[src/rtl/fetch_queue.sv]
// ---------------------------------------------------------------------------
// fetch_queue
//
// Instruction-fetch front end for a 5-stage RV32I pipeline. It owns the
// fetch PC, issues one word request per cycle to instruction memory (1-cycle
// read latency), and buffers returned {instr, pc} pairs in a small FIFO.
// Decode consumes the head entry one per cycle. A redirect from execute
// flushes the queue, drops any in-flight response and reloads the fetch PC.
//
// Parameters
//   DEPTH     queue entries (power of two, >= 2)
//   RESET_PC  first fetch address after reset
//
// Ports
//   clk, reset            clock, synchronous active-high reset
//   imem_req/imem_addr    fetch request and address (current fetch PC)
//   imem_rdata            instruction word, valid 1 cycle after imem_req
//   redirect/redirect_pc  taken branch/jump and its target
//   stalld                decode cannot accept this cycle
//   validd/instrd/pcd/pcplus4d   head entry presented to decode
//   count                 entries currently held in the queue
//   misaligned            sticky misaligned-redirect flag
//
// Optional feature: define FETCH_MISALIGN_EN to flag redirects whose target
// has nonzero low bits; fetching then halts until reset. Without it the low
// two target bits are ignored and misaligned is always 0.
// ---------------------------------------------------------------------------
module fetch_queue #(
    parameter int unsigned DEPTH    = 4,
    parameter logic [31:0] RESET_PC = 32'h0000_0000
) (
    input  logic                       clk,
    input  logic                       reset,
    output logic                       imem_req,
    output logic [31:0]                imem_addr,
    input  logic [31:0]                imem_rdata,
    input  logic                       redirect,
    input  logic [31:0]                redirect_pc,
    input  logic                       stalld,
    output logic                       validd,
    output logic [31:0]                instrd,
    output logic [31:0]                pcd,
    output logic [31:0]                pcplus4d,
    output logic [$clog2(DEPTH+1)-1:0] count,
    output logic                       misaligned
);

    localparam int unsigned PW  = $clog2(DEPTH);
    localparam int unsigned CW  = $clog2(DEPTH+1);
    localparam logic [31:0] NOP = 32'h0000_0013;

    logic [31:0]   pc_q, pc_d;
    logic          inflight_q, inflight_d;
    logic [31:0]   inflight_pc_q, inflight_pc_d;
    logic [PW-1:0] head_q, head_d;
    logic [PW-1:0] tail_q, tail_d;
    logic [CW-1:0] count_q, count_d;

    logic [31:0]   instr_mem [DEPTH];
    logic [31:0]   pc_mem    [DEPTH];

    logic          halt_fetch;
    logic [31:0]   redirect_target;
    logic [CW:0]   occupancy;
    logic          issue;
    logic          push;
    logic          pop;

`ifdef FETCH_MISALIGN_EN
    logic misaligned_q, misaligned_d;

    assign redirect_target = redirect_pc;
    assign halt_fetch      = misaligned_q;

    always_comb begin
        misaligned_d = misaligned_q;
        if (redirect && (redirect_pc[1:0] != 2'b00)) begin
            misaligned_d = 1'b1;
        end
    end

    always_ff @(posedge clk) begin
        if (reset) begin
            misaligned_q <= 1'b0;
        end else begin
            misaligned_q <= misaligned_d;
        end
    end
`else
    // Low target bits carry no meaning when misalignment is not tracked.
    logic unused_redirect_lsb;
    assign unused_redirect_lsb = ^redirect_pc[1:0];
    assign redirect_target     = {redirect_pc[31:2], 2'b00};
    assign halt_fetch          = 1'b0;
`endif

    // The in-flight word is counted as occupied so its response always has
    // a free slot; a pop in the same cycle is deliberately not credited.
    assign occupancy = {1'b0, count_q} + {{CW{1'b0}}, inflight_q};
    assign issue     = !reset && !redirect && !halt_fetch
                       && (occupancy < (CW+1)'(DEPTH));
    assign push      = inflight_q && !redirect && !reset;
    assign pop       = (count_q != '0) && !stalld && !redirect;

    always_comb begin
        pc_d          = pc_q;
        inflight_d    = inflight_q;
        inflight_pc_d = inflight_pc_q;
        head_d        = head_q;
        tail_d        = tail_q;
        count_d       = count_q;

        if (redirect) begin
            pc_d       = redirect_target;
            inflight_d = 1'b0;
            head_d     = '0;
            tail_d     = '0;
            count_d    = '0;
        end else begin
            inflight_d = issue;
            if (issue) begin
                pc_d          = pc_q + 32'd4;
                inflight_pc_d = pc_q;
            end
            if (push) begin
                tail_d = tail_q + PW'(1);
            end
            if (pop) begin
                head_d = head_q + PW'(1);
            end
            case ({push, pop})
                2'b10:   count_d = count_q + CW'(1);
                2'b01:   count_d = count_q - CW'(1);
                default: count_d = count_q;
            endcase
        end
    end

    always_ff @(posedge clk) begin
        if (reset) begin
            pc_q          <= RESET_PC;
            inflight_q    <= 1'b0;
            inflight_pc_q <= 32'h0;
            head_q        <= '0;
            tail_q        <= '0;
            count_q       <= '0;
        end else begin
            pc_q          <= pc_d;
            inflight_q    <= inflight_d;
            inflight_pc_q <= inflight_pc_d;
            head_q        <= head_d;
            tail_q        <= tail_d;
            count_q       <= count_d;
        end
    end

    // Entry storage needs no reset: validity is tracked by count alone.
    always_ff @(posedge clk) begin
        if (push) begin
            instr_mem[tail_q] <= imem_rdata;
            pc_mem[tail_q]    <= inflight_pc_q;
        end
    end

    assign imem_req   = issue;
    assign imem_addr  = pc_q;
    assign validd     = (count_q != '0);
    assign instrd     = validd ? instr_mem[head_q] : NOP;
    assign pcd        = validd ? pc_mem[head_q] : 32'h0;
    assign pcplus4d   = pcd + 32'd4;
    assign count      = count_q;
    assign misaligned = halt_fetch;

endmodule

[config.mk]
export PLATFORM = sky130hd
export DESIGN_NAME = fetch_queue
export DESIGN_NICKNAME = d
export VERILOG_FILES = /design/src/rtl/fetch_queue.sv
export SDC_FILE = /design/constraint.sdc
export NUM_CORES = 1
export LEC_CHECK = 0
export CORE_MARGIN = 10
export CORE_UTILIZATION = 59
export CTS_CLUSTER_SIZE = 20
export DETAILED_ROUTE_END_ITERATION = 8
export PLACE_DENSITY_LB_ADDON = 0.05
export SKIP_LAST_GASP = 1
export SLEW_MARGIN = 20
export SYNTH_ARGS = -nofsm -noshare
export SYNTH_HDL_FRONTEND = slang
export SYNTH_SLANG_ARGS = --single-unit
export TNS_END_PERCENT = 1
[constraint.sdc]
create_clock -name clk -period 7.2 [get_ports clk]
set_input_delay 1.44 -clock clk [delete_from_list [all_inputs] [get_ports clk]]
set_output_delay 1.44 -clock clk [all_outputs]
set_load 0.01 [all_outputs]
; Word level (Yosys, flattened, before mapping)
; Memories as Yosys holds them, arrays and structs flattened. A register that Yosys moved wholly into a read port is not among the register bits.
; Index checks and enable logic that the tools add are counted.
; W data, S select, Z words.
[totals]
regBits = 72
output_inout_bits = 134
memories = 2
ram_bits = 256
[mem_list]
columns = memory, words, width, read_ports, rd_clocked_by_memory_dff, write_ports, line
row1 = instr_mem, 4, 32, 1, 1, 1, 59  ; logic [31:0] instr_mem [DEPTH];
row2 = pc_mem, 4, 32, 1, 1, 1, 60  ; logic [31:0] pc_mem [DEPTH];
[op_classes]
n_lt_le_gt_ge = 1
add_sub_neg = 7
n_mux = 11
eq_ne = 2
reduce_logical = 14
n_bitwise = 1
[ops]
columns = op, count
row1 = $mux W32, 4
row2 = $add A32 B3 Y32 const B, 2
row3 = $mux W2, 4
row4 = $logic_and A1 B1 Y1, 6
row5 = $pmux W3 S2, 1
row6 = $add A2 B1 Y2 const B, 2
row7 = $add A3 B1 Y4, 1
row8 = $lt A4 B3 Y1 const B, 1
row9 = $reduce_bool A2 Y1, 2
row10 = $add A3 B1 Y3 const B, 1
row11 = $logic_not A1 Y1, 3
row12 = $reduce_bool A3 Y1, 1
row13 = $sub A3 B1 Y3 const B, 1
row14 = $eq A2 B1 Y1 const B, 1
row15 = $eq A2 B2 Y1 const B, 1
row16 = $mux W1, 2
row17 = $reduce_and A2 Y1, 1
row18 = $reduce_or A2 Y1, 1
row19 = $not A1 Y1, 1

; Longest topological paths before layout
[logic_depth]
depth_word = 5
depth_mapped = 13
mapped_depth_nobuf = 10

; Worst setup path after synthesis
; OpenSTA, ideal clock, no wires.
[synth_timing]
path_kind = register to output
from = reg count_q[0], in the netlist count[0]
to = out pcplus4d[24]
stages_incl_launch_ff = 14
t_required_ps = 5760
path_slack_ps = 2864
arrival_ps = 2896
n_path_buf = 3
path_cell_list = dfxtp_1 nor3_1 inv_1 clkbuf_8 clkbuf_1 clkbuf_1 nand2_1 inv_1 ha_1 nand3_1 nor2_2 nand3_4 or4_1 a21oi_1
[synth_between]
elab_chain_cells = 3
[synth_lines]
columns = element, line
row1 = start: declaration, 57  ; logic [CW-1:0] count_q, count_d;
row2 = start signal: assignment, 153  ; count_q <= count_d;
row3 = $reduce_bool A3 Y1, 167  ; assign validd = (count_q != '0);
row4 = net validd, 40  ; output logic validd,
row5 = $mux W32, 169  ; assign pcd = validd ? pc_mem[head_q] : 32'h0;
row6 = net pcd[2], 42  ; output logic [31:0] pcd,
row7 = $add A32 B3 Y32, 170  ; assign pcplus4d = pcd + 32'd4;
row8 = end: declaration, 43  ; output logic [31:0] pcplus4d,
; The timed path passes the listed nets, and every way through them passes these cells.

==> impl_results.md <==
* Htree depth at 2
* Antenna diode count at 0
* Critical path capture point type: output pin
* Number of placed I/O pins at 202
* Worst-Margin Slew at 1.135 ns
* Outcome: complete, no violations
* CTS hold repair buffers at 0
* GRT Overall Usage at 20.82%
* Clock sinks at 318
* Logic pwr share at 4.0%
* Tmin final at 5.504 ns
* Final hold vios at 0
* Placed insts at 1395
* Cell variety after synth at 67
* Core Region at 22710 um2
* GPL Wtd Cong at 0.8023
* Vias in the first global route at 8709
* P_leak at 5.671 nW
* Crit-path max FO at 46
* Critical path required time at 5.76 ns
* Initial Util at 60.02%
* Worst vdd ir at 0.1368 mV
* RSZ-0062 raised after global routing: false
* Synthesized area per cell at 14.14 um2
* R2R Setup Slk at 4.65 ns
* Most used DFF post-synth: edfxtp_1
* Routed WL at 30750 um
* Via-per-instance ratio at 5.928
* Die height at 172.0 um
* Critical path launch point type: register
* Ys async rst share at 0%
* Most common cell after layout, fill and taps aside: edfxtp_1
* 1st-iter DRT viols at 752
* Synth-to-Final Area Change at 23.24%
* WS Path Type: register to output pin
* Register area at 8856 um2
* WL/cell at 21.12 um
* Largest net degree at the start of global routing at 69
* Num CTS Buffers at 34
* IO buf count at 192
* Final Core Density at 73.97%
* Max-cap violations at 0
* Final Max Slew Viols at 0
* DPL Wire Length at 19780 um
* DRC errors left at 0
* Sum Neg Setup Slack at 0 ns
* WP data arrival at 4.06 ns
* Synth warn at 0
* TritonCTS clock tree: yes
* Clock Latency Late Sink at 0.50 ns
* CTS Buffer Depth at 3
* Clock skew at 0.01339 ns
* Switching part of the total at 20.16%
* Crit-path cells: buf_4 -> mux4_2 -> nand3_2 -> nor3_2 -> nand3_1 -> nor3_1 -> xor2_1 -> clkdlybuf4s50_1
* Initial antenna violation count at 0
* Clk pwr share at 43.8%
* Multi-input gate area at 4431 um2
* CTS Root Cell: clkbuf_16
* Fmax at 0.1817 GHz
* 1st-pass router iterations at 4
* Power Density at 230.0 nW/um2
* Synth top area cells: edfxtp_1 55%, dfxtp_1 10%, mux4_2 9.3%
* Type of the worst min-delay path: register to register
* Synth area leader: edfxtp_1
* Clk slew on worst S/H paths at 0.06 ns
* Non-Filler Instances at 1456
* Post-CTS setup buffer count at 0
* Slowest stage delay, CP at 0.72 ns
* Final setup viols at 0
* Worst slew margin at 24.08%
* DIE WIDTH at 172.0 um
* Fin crit share at 76.45%
* Most frequent cells in the layout: 248 x edfxtp_1, 191 x clkdlybuf4s50_1, 113 x nand2_1, 68 x dfxtp_1, 60 x a21oi_1
* Layout cells sized above 1 at 12.64%
* NetSw at 0.7787 mW
* Global route overflow at 0
* Number of synthesized flops with an enable pin at 248
* Nets at 1222
* Rows at 55
* Fillers at 1486
* Seq cells post-synth at 318
* Sequential area share after synthesis at 64.92%
* Seq pwr share at 52.2%
* Internal power at 3.085 mW
* Syn Inst Count at 964
* First-pass GRT wire length at 48360 um
* Netlist Area Pre-Place at 13630 um2
* Detail Route Antenna Nets at 0
* Vias at 8631
* Die area at 29580 um2
* Post-synth top area share at 54.64%
* Crit-path slowest cell: dfxtp_4
* Post-CTS Resized at 0
## cells by family (layout without fill, tap and decap cells)
logic type	Yosys count	in the layout	synth area share (%)
AND/OR/NAND/NOR	328	328	12.74
flip-flops	318	318	64.92
AO/OA/AOI/OAI	129	129	5.591
buffers and inverters	79	280	2.928
multiplexers	69	69	10.94
XOR/XNOR	32	32	2.056
adder cells (fa/ha/maj)	8	8	0.7895
other	1	7	0.02751
## power by group through the flow
stage,combinational (mW),sequential [mW],clock (mW)
3_5_place_dp,0.155,2.06,0
2_1_floorplan,0.0678,2.05,0
4_1_cts,0.156,2.02,1.72
5_1_grt,0.169,2.02,1.80
6_report,0.155,2.02,1.69
3_3_place_gp,0.153,2.05,0
## path summary, 6_finish.rpt
| check | startpoint | endpoint | cells past startpoint |
|---|---|---|---|
| min | inflight_pc_q[14]$_SDFFE_PP0P_ | inflight_pc_q[14]$_SDFFE_PP0P_ | 2 |
| min reg2reg | inflight_pc_q[14]$_SDFFE_PP0P_ | inflight_pc_q[14]$_SDFFE_PP0P_ | 2 |
| max reg2reg | imem_addr[3]$_SDFFE_PP0P_ | imem_addr[28]$_SDFFE_PP0P_ | 6 |
| max | register | pcplus4d[23] | 8 |
## critical path: cells and delay by family, from the launching register on
family                 cells  cell delay (ns)
AND/OR/NAND/NOR            4             1.06
multiplexers               1             0.40
XOR/XNOR                   1             0.20
buffers and inverters      2             1.16
flip-flops                 1             0.72
## routing by layer
metal	wire length [um]	global-route usage [%]	part of all wire (%)
met5	0	0	0
met4	440	5.060	1.4
met3	2866	6.110	9.3
met2	14420	32.87	47
met1	13030	27.95	42
## cells in the mapped netlist (11+ instances only)
cell,instances
edfxtp_1,248
nand2_1,113
dfxtp_1,70
a21oi_1,60
mux4_2,56
and2_1,54
nor2_1,48
clkbuf_1,26
o21ai_0,26
xor2_1,23
nand3_1,22
inv_1,19
nor3_1,19
buf_2,15
buf_4,13
nand4_1,13
a31oi_1,12
and3_1,11
## metrics by stage
| stage | total power, mW | worst slack [ns] | hold WS [ns] | instance area (um2) |
|---|---|---|---|---|
| 3_3_place_gp | 2.207 | 2.198 | 0.4760 | 15690 |
| 4_1_cts | 3.890 | 1.648 | 0.4954 | 16790 |
| 3_5_place_dp | 2.210 | 2.206 | 0.4875 | 15690 |
| 5_1_grt | 3.988 | 1.398 | 0.5120 | 16800 |
| 2_1_floorplan | 2.120 | 2.864 | 0.4600 | 13650 |
| 6_report | 3.863 | 1.696 | 0.4939 | 16800 |
## area by class of cell
cell class,count,area share [%]
clock buffers,45,5.944
multi-input cells,573,26.38
clock inverters,16,0.6480
repair buffers,199,11.74
flip-flops and latches,318,52.72
well taps,285,2.123
inverters,20,0.4469
## registers in the layout, summed over array words and instances, names as in the netlist, named ones only
register / flops
instr_mem: 128
pc_mem: 120
imem_addr: 30
inflight_pc_q: 30
count: 3
head_q: 2
tail_q: 2
inflight_q: 1
(Power assumes the default switching activity.)
